$ cat src/rtl/im_fetch_arb_pkg.sv
// im_fetch_arb_pkg: shared types and constants for the instruction-memory
// fetch/debug arbiter and its burst counter.
package im_fetch_arb_pkg;

  // Default IM address and instruction widths
  localparam int ADDR_W_DEF = 16;
  localparam int DATA_W_DEF = 16;

  // Beat counter holds 1..16, so it needs one bit more than d_len
  localparam int BEAT_W = 5;

  // Arbiter states: fetch owns the port, or a debug burst owns it
  typedef enum logic {
    S_FETCH = 1'b0,
    S_DBG   = 1'b1
  } arb_state_t;

  // Convert a "beats minus one" length field into a beat count
  function automatic logic [BEAT_W-1:0] beats_from_len(input logic [3:0] len);
    return {1'b0, len} + BEAT_W'(1);
  endfunction

endpackage

$ cat src/rtl/im_arb_burst_ctr.sv
// im_arb_burst_ctr: debug burst address pointer and remaining-beat counter.
// Loads base address and beat count on burst accept, then steps the pointer
// (wrapping at the top of the address space) and counts beats down.
module im_arb_burst_ctr
  import im_fetch_arb_pkg::*;
#(
  parameter int ADDR_W = ADDR_W_DEF
) (
  input  logic              clk,
  input  logic              rst,
  input  logic              load,
  input  logic [ADDR_W-1:0] base_addr,
  input  logic [3:0]        len,
  input  logic              step,
  output logic [ADDR_W-1:0] ptr,
  output logic              last
);

  logic [BEAT_W-1:0] beat_cnt;

  // Load on accept; otherwise advance one address and one beat per burst cycle
  always_ff @(posedge clk) begin
    if (rst) begin
      ptr      <= '0;
      beat_cnt <= '0;
    end else if (load) begin
      ptr      <= base_addr;
      beat_cnt <= beats_from_len(len);
    end else if (step) begin
      ptr      <= ptr + ADDR_W'(1);
      beat_cnt <= beat_cnt - BEAT_W'(1);
    end
  end

  // The beat being issued now is the final one of the burst
  always_comb begin
    last = (beat_cnt == BEAT_W'(1));
  end

endmodule

$ cat src/rtl/im_fetch_arb.sv
// im_fetch_arb: arbitrates the single IM read port between the pipeline fetch
// stage (priority) and a bursting debug/loader port. A starvation counter
// forces the debug port in after STARVE_MAX consecutive waiting cycles.
// Optional build macro IM_FETCH_ARB_PERF_EN enables the fetch-stall counter;
// without it perf_stall_cnt is tied to zero.
module im_fetch_arb
  import im_fetch_arb_pkg::*;
#(
  parameter int ADDR_W     = ADDR_W_DEF,
  parameter int DATA_W     = DATA_W_DEF,
  parameter int STARVE_MAX = 8
) (
  input  logic              clk,
  input  logic              rst,
  input  logic              f_req,
  input  logic [ADDR_W-1:0] f_addr,
  output logic              f_gnt,
  output logic              f_rvalid,
  output logic [DATA_W-1:0] f_instr,
  input  logic              d_req,
  input  logic [ADDR_W-1:0] d_addr,
  input  logic [3:0]        d_len,
  output logic              d_busy,
  output logic              d_rvalid,
  output logic [DATA_W-1:0] d_rdata,
  output logic              d_done,
  output logic [ADDR_W-1:0] im_addr,
  output logic              im_rd_en,
  input  logic [DATA_W-1:0] im_instr,
  output logic [31:0]       perf_stall_cnt
);

  localparam logic [3:0] STARVE_LIM = 4'(STARVE_MAX);

  arb_state_t        state;
  arb_state_t        next_state;
  logic [3:0]        wait_cnt;
  logic              accept;
  logic              in_dbg;
  logic [ADDR_W-1:0] d_ptr;
  logic              beat_last;

  // Burst pointer and beat counter, loaded on accept and stepped while bursting
  im_arb_burst_ctr #(
    .ADDR_W(ADDR_W)
  ) u_burst_ctr (
    .clk      (clk),
    .rst      (rst),
    .load     (accept),
    .base_addr(d_addr),
    .len      (d_len),
    .step     (in_dbg),
    .ptr      (d_ptr),
    .last     (beat_last)
  );

  // State register
  always_ff @(posedge clk) begin
    if (rst) begin
      state <= S_FETCH;
    end else begin
      state <= next_state;
    end
  end

  // Next state and IM port steering; the accept cycle still serves fetch
  always_comb begin
    next_state = state;
    im_addr    = f_addr;
    im_rd_en   = 1'b0;
    f_gnt      = 1'b0;
    accept     = 1'b0;
    in_dbg     = 1'b0;
    case (state)
      S_FETCH: begin
        im_rd_en = f_req;
        f_gnt    = f_req;
        if (d_req && (!f_req || (wait_cnt == STARVE_LIM))) begin
          accept     = 1'b1;
          next_state = S_DBG;
        end
      end
      S_DBG: begin
        in_dbg   = 1'b1;
        im_addr  = d_ptr;
        im_rd_en = 1'b1;
        if (beat_last) begin
          next_state = S_FETCH;
        end
      end
      default: begin
        next_state = S_FETCH;
      end
    endcase
  end

  // Count consecutive cycles the debug port waits while fetch keeps the port
  always_ff @(posedge clk) begin
    if (rst) begin
      wait_cnt <= '0;
    end else if ((state == S_FETCH) && d_req && !accept) begin
      if (wait_cnt != 4'hF) begin
        wait_cnt <= wait_cnt + 4'd1;
      end
    end else begin
      wait_cnt <= '0;
    end
  end

  // Busy flag covers exactly the cycles the burst owns the port
  always_ff @(posedge clk) begin
    if (rst) begin
      d_busy <= 1'b0;
    end else begin
      d_busy <= (next_state == S_DBG);
    end
  end

  // Return read data one cycle after issue to whichever side issued it
  always_ff @(posedge clk) begin
    if (rst) begin
      f_rvalid <= 1'b0;
      f_instr  <= '0;
      d_rvalid <= 1'b0;
      d_rdata  <= '0;
      d_done   <= 1'b0;
    end else begin
      f_rvalid <= f_gnt;
      if (f_gnt) begin
        f_instr <= im_instr;
      end
      d_rvalid <= in_dbg;
      if (in_dbg) begin
        d_rdata <= im_instr;
      end
      d_done <= in_dbg && beat_last;
    end
  end

`ifdef IM_FETCH_ARB_PERF_EN
  // Count cycles where fetch wanted the port but was held off by debug
  always_ff @(posedge clk) begin
    if (rst) begin
      perf_stall_cnt <= '0;
    end else if (f_req && !f_gnt) begin
      perf_stall_cnt <= perf_stall_cnt + 32'd1;
    end
  end
`else
  assign perf_stall_cnt = '0;
`endif

endmodule

$ cat config.mk
export PLATFORM = sky130hd
export DESIGN_NAME = im_fetch_arb
export DESIGN_NICKNAME = d
export VERILOG_FILES = /design/src/rtl/im_fetch_arb_pkg.sv /design/src/rtl/im_arb_burst_ctr.sv /design/src/rtl/im_fetch_arb.sv
export SDC_FILE = /design/constraint.sdc
export NUM_CORES = 1
export LEC_CHECK = 0
export CAP_MARGIN = 10
export CORE_MARGIN = 2
export CORE_UTILIZATION = 38
export DETAILED_ROUTE_END_ITERATION = 8
export GPL_TIMING_DRIVEN = 0
export HOLD_SLACK_MARGIN = 0.08
export PLACE_DENSITY = 0.89
export SLEW_MARGIN = 5
export SYNTH_ARGS = -nofsm -noshare
export SYNTH_HDL_FRONTEND = slang
export SYNTH_SLANG_ARGS = --single-unit
$ cat constraint.sdc
create_clock -name clk -period 1.5 [get_ports clk]
set_input_delay 0.375 -clock clk [delete_from_list [all_inputs] [get_ports clk]]
set_output_delay 0.375 -clock clk [all_outputs]
set_load 0.1 [all_outputs]
==> results of run 1 <==
-- final cells by class --
class	count	area, µm²
Fill cell	575	2411
Multi-Input combinational cell	285	2132
Timing Repair Buffer	146	1511
Sequential cell	61	1244
Buffer	51	440.4
Tap cell	105	131.4
Clock buffer	9	123.9
Clock inverter	7	97.59
Inverter	15	83.83
-- power groups by stage --
stage          combinational [mW]  clock [mW]  sequential [mW]
6_report                     2.36        1.67             1.82
5_1_grt                      2.45        1.74             1.83
4_1_cts                      2.20        1.66             1.80
3_5_place_dp                 1.98           0             1.84
3_3_place_gp                 1.96           0             1.83
2_1_floorplan                1.15           0             2.21
-- Yosys cell counts, types with 2 or more instances --
cell type,n,share of area
a211oi_1,3,0.0071
a21oi_1,33,0.052
a311oi_1,2,0.0055
a31oi_1,5,0.0099
a32oi_1,5,0.014
and3_1,2,0.0039
buf_2,9,0.014
buf_4,32,0.076
clkbuf_1,10,0.012
dfxtp_1,61,0.38
ha_1,6,0.024
inv_1,13,0.015
inv_2,2,0.0024
mux2_2,12,0.043
mux2i_1,18,0.057
nand2_1,55,0.065
nand2b_1,3,0.0059
nand3_1,11,0.017
nand4_1,6,0.012
nor2_1,29,0.034
nor3_1,8,0.013
nor4_1,8,0.016
o21a_1,2,0.0047
o21ai_0,10,0.016
o21ai_1,5,0.0079
o311ai_0,3,0.0083
o41a_1,2,0.0071
xnor2_1,2,0.0055
xor2_1,3,0.0083
-- routing by layer --
metal  track usage  wire length [µm]  vias to the layer above
met3       0.08538              1224                       62
li1              -                 -                     1656
met4        0.1167               537                        0
met1        0.2569              4100                     1700
met2        0.4396              6216                      260
met5             0                 0                        -
-- final timing paths --
| check | slack (ps) | cells after the start | endpoint |
|---|---|---|---|
| worst min register to register | 460 | 2 | f_instr[14] |
| worst max-delay path | -390 | 4 | im_addr[5] |
| worst min-delay path | 460 | 2 | f_instr[14] |
| worst max register to register | -250 | 8 | u_burst_ctr.ptr[8] |
-- through the flow --
step	TNS [ps]	hold slack (ps)	util	cell area, µm²
finish	-7893	455.9	0.7051	5764
global route	-10240	478.9	0.7051	5764
CTS	-6680	454.7	0.6573	5374
detailed placement	-60190	446.6	0.5727	4682
global placement	-57820	441.4	0.5727	4682
floorplan	-3256	471.5	-	3460
-- repair_timing --
action                                 CTS  global route
hold buffers                             0             0
endpoints found under the hold margin    0             0
setup endpoints to repair              114            70
gates cloned                             1             1
pin swaps                               25            26
setup buffers                           25            11
gates resized for setup                434            82
-- worst max-delay path: cells and delay by family (launching register included) --
kind,cells,cell delay [ps]
buffers and inverters,3,460
DFF,1,380
muxes,1,310
-- state kept, by name, summed over array words and instances (netlist names) --
signal	count
u_burst_ctr.beat_cnt	5
d_done	1
d_rdata	16
d_busy	1
wait_cnt	4
f_rvalid	1
d_rvalid	1
u_burst_ctr.ptr	16
f_instr	16
-- cells in the final DEF, fill, tap and decap left out, drive strengths merged, types with 3 or more instances in the layout --
cell type and n:
clkdlybuf4s50 53, a21oi 34, nor3 9, nand4 7, xor2 3, a211oi 3, clkbuf 40, nand3 13
conb 32, mux2i 18, nand2b 3, o21ai 15, nor2 29, clkinv 4, buf 112, nor4 9
inv 14, a31oi 5, dfxtp 61, mux2 12, o311ai 3, a32oi 5, ha 6, nand2 55
-- cell families (layout without fill, tap and decap cells) --
kind of cell,count (synthesis),count (layout)
AND/OR/NAND/NOR,136,136
AO/OA/AOI/OAI,76,76
buffers and inverters,67,228
flip-flops,61,61
multiplexers,30,30
adder cells (fa/ha/maj),6,6
XOR/XNOR,5,5
other,1,32
==> summary.md, run 1 <==
| Metric | Value |
|---|---|
| Status | finished with violations |
| Violated checks | negative setup slack |
| Hold crit path type | flip-flop to flip-flop |
| Area of the mapped netlist | 3174 µm² |
| Leak | 2.455 nW |
| DRT antenna net count | 0 |
| Wire length per cell | roughly 18 µm |
| Post-route clock period utilization | 1.261 |
| Worst-skew pair later-pin latency | ~350 ps |
| Switching Share | 0.4121 |
| HPWL after DPL | 7166 µm |
| Total wire length | 12080 µm |
| Flops & latches, synth | approximately 60 |
| R2R Path Start | wait_cnt[0] |
| Tmin final | roughly 1900 ps |
| Routability cong. | 0.9296 |
| Starting Density | 0.3883 |
| Vias in the first global route | 3577 |
| Seq/Total Area, Yosys | 0.3847 |
| Pwr dens | between 1000 and 1500 nW/µm² |
| WP data required | 1120 ps |
| Final Setup Violations | 38 |
| EDFF count, synth | 0 |
| Post-Synth Simple-Gate Area | 0.2081 |
| Top Ports | 142 |
| 1st-iter DRT viols | 184 |
| Critical path arrival | 1520 ps |
| IO Port Bufs | 109 |
| Total global-route track usage | 0.2459 |
| CTS Root Cell | clkbuf_8 |
| Crit-path max FO | 7 |
| Net switching power | approximately 2.4 mW |
| Total chip power | 5.850 mW |
| Max Cap Violations | 0 |
| Mux contribution to synthesized area | 0.09933 |
| Int Power | roughly 3.4 mW |
| Die height | 95.40 µm |
| DR DRC count | 0 |
| Startpoint types | flip-flop |
| Max-slew violation count | 0 |
| Worst-path clk slew | 80 ps |
| Total Nets Final | about 630 |
| Post-Synth XOR/XNOR Area | 0.01380 |
| Final Non-Filler Cells | 679 |
| Hold Crit Start | f_instr[14] |
| Post-synthesis compound-gate area fraction | 0.1486 |
| Antenna violations before repair | 0 |
| Syn Area/Cell | ~8.3 µm² |
| RSZ-0062 raised after global routing | yes |
| Post-Syn Instances | 382 |
| Pin count of the biggest net entering global routing | 13 |
| TritonCTS clock tree | done |
| Logic pwr share | 0.404 |
| Num CTS Buffers | 9 |
| CP Launch Point | d_busy |
| Clock sinks | 61 |
| Final global-route overflow total | 0 |
| Layout Area Growth over Synthesis | 81.59% |
| Synth Warn # | 0 |
| VDD IR-drop max | about 0.00077 V |
| CP peak stage delay | 380 ps |
| Full die area | 9100 µm² |
| ANT cells | 0 |
| Placed insts | 627 |
| Layout cell share with drive strength beyond 1 | 0.4251 |
| Worst setup margin | -391.0 ps |
| First-pass GRT wire length | 17190 µm |
| Clock Skews | 17.36 ps |
| Fin. Hold Viols | 0 |
| Cells along the critical path | buf_12 -> clkbuf_16 -> mux2_4 -> buf_12 |
| Core area | 8175 µm² |
| Die Width | 95.40 µm |
| Cell row count | 33 |
| Fmax | 528.8 MHz |
| DR vias | 3678 |
| Deepest clock path buffer count | 2 |
| CP max stage cell | dfxtp_4 |
| Synth Flop Type | dfxtp_1 |
| Synth Area in Adders | 0.02365 |
| Critical Path End Type | primary output |
| Vias per cell | 5.417 |
| Cell mode on critical path | buf_12 |
| Async set-or-reset flop fraction in the synthesized netlist | 0 |
| Setup WS pre-CTS | -1518 ps |
| Max H-tree Level | 3 |
| Drt first pass iters | 8 |
| Clk pwr share | 0.286 |
| Largest family of logic cells by synthesized area | simple AND/OR/NAND/NOR gates |
| Crit path kind | flip-flop to primary output |
| Reg power frac | 0.311 |
| Netlist cell types | 51 |
No activity file was read; power rests on OpenSTA's default activity.
==> inputs of run 2 (changes only) <==
Settings changed: CAP_MARGIN 10 to unset.
==> results of run 2 <==
No change in the layout: final DEF, timing and power equal those of run 1.
==> inputs of run 3 (changes only) <==
Settings changed: SYNTH_HIERARCHICAL set to 1.
==> run 3 against run 2 <==
  * The run still ends with negative setup slack left
  * Flip-flop and latch count stayed put
  * Sequential power about the same
  * Die area grew 0.87%
  * Fmax grew 0.59%
  * Clock-buffer cell count increased by 1
  * Hold slack got worse by 2.3 ps
  * Critical path depth rose by 1
  * Power grew 5.4%
  * Cell count is 4.9% lower
  * Critical path type unchanged
==> summary.md, run 3 <==
| Metric | Value |
|---|---|
| Max-slew violation count | 0 |
| Slew at the pin closest to its max-slew limit | about 660 ps |
| Count leader, synth | dfxtp_1 |
| Setup WS pre-CTS | -1395 ps |
| Switching Share | 0.4058 |
| ANT cells | 0 |
| CP Launch Point | d_busy |
| Fin util | 0.6737 |
| Clock Skews | ~5.1 ps |
| Commonest non-fill, non-tap cells in the layout | 68 x buf_4, 58 x dfxtp_1, 54 x clkdlybuf4s50_1, 38 x nand2_1, 33 x nor2_1 |
| Worst setup path endpoint | im_rd_en |
| Layout Area Growth over Synthesis | 71.95% |
| HPWL after DPL | 6583 µm |
| Clk pwr share | 0.287 |
| Critical path arrival | 1500 ps |
| Seq/Total Area, Yosys | 0.3813 |
| Vias per cell | approximately 4.9 |
| Dpl cell area | 4686 µm² |
| Max Cap Violations | 0 |
| Crit-path max FO | 8 |
| Final Setup Violations | 39 |
| Net switching power | 2.502 mW |
| Starting Density | 0.3918 |
| Max-slew headroom | 0.5630 |
| Area of the mapped netlist | 3203 µm² |
| Layout cell share with drive strength beyond 1 | 0.3882 |
| VDD IR-drop max | 0.0007716 V |
| Synth Area in Adders | 0.02344 |
| Critical Path End Type | primary output |
| Die Width | between 90 and 100 µm |
| Flops & latches, synth | 61 |
| DR DRC count | 0 |
| Top Registers | d_rdata (16), f_instr (16), u_burst_ctr/ptr (16) |
| Async set-or-reset flop fraction in the synthesized netlist | 0 |
| Hold Crit Start | f_instr[2] |
| Top Ports | ~140 |
| Antenna violations before repair | 0 |
| Post-synthesis compound-gate area fraction | 0.1020 |
| Num CTS Buffers | 9 |
| Wire length per cell | about 16 µm |
| Crit path kind | flip-flop to primary output |
| EDFF count, synth | 0 |
| Mux contribution to synthesized area | 0.1219 |
| Netlist cell types | 43 |
| Worst setup margin | -379.8 ps |
| Pwr dens | 1119 nW/µm² |
| Routability cong. | around 0.9 |
| Grt met2 use | 0.3963 |
| RSZ-0062 raised after global routing | yes |
| Synth Flop Type | dfxtp_1 |
| Vias in the first global route | 3080 |
| Status | finished with violations |
| Clock sinks | 61 |
| Post-Synth XOR/XNOR Area | 0.05742 |
| Total wire length | just over 10000 µm |
| Drt first pass iters | 4 |
| DRT antenna net count | 0 |
| Cell row count | 33 |
| Fin. Hold Viols | 0 |
| Worst-skew pair later-pin latency | 360 ps |
| Core area | 8175 µm² |
| First-pass GRT wire length | 14990 µm |
| Ranking of synthesized cells by area | dfxtp_1 38%, buf_4 8.0%, mux2i_1 6.6% |
| Full die area | 9180 µm² |
| Most frequent cells after synthesis | 61 x dfxtp_1, 40 x nand2_1, 36 x nor2_1, 34 x buf_4, 22 x a21oi_1 |
| Met3 usage | 0.08536 |
| Hold crit path type | flip-flop to flip-flop |
| Commonest non-fill, non-tap cell in the layout | buf_4 |
| Leak | between 2 and 2.5 nW |
| Total global-route track usage | 0.2147 |
| Reg power frac | 0.297 |
| Tmin final | 1880 ps |
| Largest family of logic cells by synthesized area | simple AND/OR/NAND/NOR gates |
| M1 GR Usage | 0.2146 |
| Synth Warn # | 6 |
| Post-Synth Simple-Gate Area | 0.1828 |
| Post-route cell area | about 5500 µm² |
| WP data required | 1120 ps |
| Max H-tree Level | 3 |
| # fillers | between 600 and 700 |
| Final global-route overflow total | 0 |
| Area share of the largest cell type after synthesis | 0.3813 |
| Reg2Reg Depth | 8 |
| Total Nets Final | approximately 600 |
| Violated checks | negative setup slack |
| Deepest clock path buffer count | 2 |
| R2R Path Start | d_busy |
| 1st-iter DRT viols | between 90 and 100 |
| Pin count of the biggest net entering global routing | 17 |
| TritonCTS clock tree | done |
| Worst-path clk slew | 80 ps |
| Reg2Reg Setup Slack | -310 ps |
| Post-Syn Instances | between 300 and 400 |
| DR vias | 3157 |
| IO Port Bufs | 109 |
| Die height | 95.81 µm |
| Syn Area/Cell | 8.873 µm² |
| Worst r2r dst | u_burst_ctr/ptr[2] |
| Post-route clock period utilization | 1.253 |
| Leading area contributor after synthesis | dfxtp_1 |
| CTS Root Cell | clkbuf_8 |
| Int Power | between 3 and 4 mW |
| GR peak layer | met2 |
| Logic pwr share | 0.416 |
| Startpoint types | flip-flop |
| Fmax | 532.0 MHz |
-- run 3: critical path, stage by stage (launching register included) --
cell and delay, ps:
dfxtp_4 360, buf_12 150, buf_12 130, buf_12 110, or2_4 230, buf_12 160
-- run 3: area by class of cell --
type	instances	area, µm²	area share
multi-input combinational	263	1909	0.3467
sequential	61	1230	0.2233
clock inverter	6	92.59	0.01681
clock buffer	10	148.9	0.02703
timing repair buffer	136	1485	0.2696
inverter	18	80.08	0.01454
buffer	47	430.4	0.07815
tap	105	131.4	0.02385
-- run 3: stage by stage --
step	power, mW	setup TNS (ps)	hold slack (ps)	std cells
4_1_cts	6.078	-10240	452.5	641
3_3_place_gp	4.037	-50110	443.0	606
3_5_place_dp	4.072	-51570	448.5	606
6_report	6.165	-10930	453.6	646
2_1_floorplan	3.593	-6878	467.5	392
5_1_grt	6.366	-12910	477.4	646
-- run 3: cells by family after synthesis --
kind of cell | after synthesis
and+or+nand+nor | 117
buffers and inverters | 68
DFF | 61
AOI/OAI and AO/OA | 50
muxes | 37
xor gates and xnor gates | 21
adders and majority gates | 6
other | 1
-- run 3: timing repair --
item                                    4_1_cts  5_1_grt
hold buffers                                  0        0
gates cloned                                  5        0
gates resized for setup                     395       54
pin swaps                                     8        7
endpoints found under the setup margin       85       80
setup buffers                                15       11
-- run 3: metal layers --
layer | up-vias | share of wire
li1 | 1498 | -
met1 | 1474 | 0.34
met2 | 157 | 0.54
met3 | 28 | 0.093
met4 | 0 | 0.027
met5 | - | 0
-- run 3: power groups by stage --
stage / Combinational, mW / Clock, mW / Sequential, mW
final: 2.56 / 1.77 / 1.83
after global routing: 2.66 / 1.86 / 1.84
after CTS: 2.47 / 1.78 / 1.83
after detailed placement: 2.20 / 0 / 1.87
after global placement: 2.17 / 0 / 1.86
after floorplan: 1.30 / 0 / 2.29
-- run 3: worst min-delay path by stage --
stage	end	slack, ps	cells past startpoint
2_1_floorplan	u_burst_ctr/beat_cnt[0]	470	1
3_3_place_gp	f_instr[15]	440	2
3_5_place_dp	f_instr[2]	450	2
4_1_cts	f_instr[2]	450	2
5_1_grt	f_instr[2]	480	2
6_report	f_instr[2]	450	2
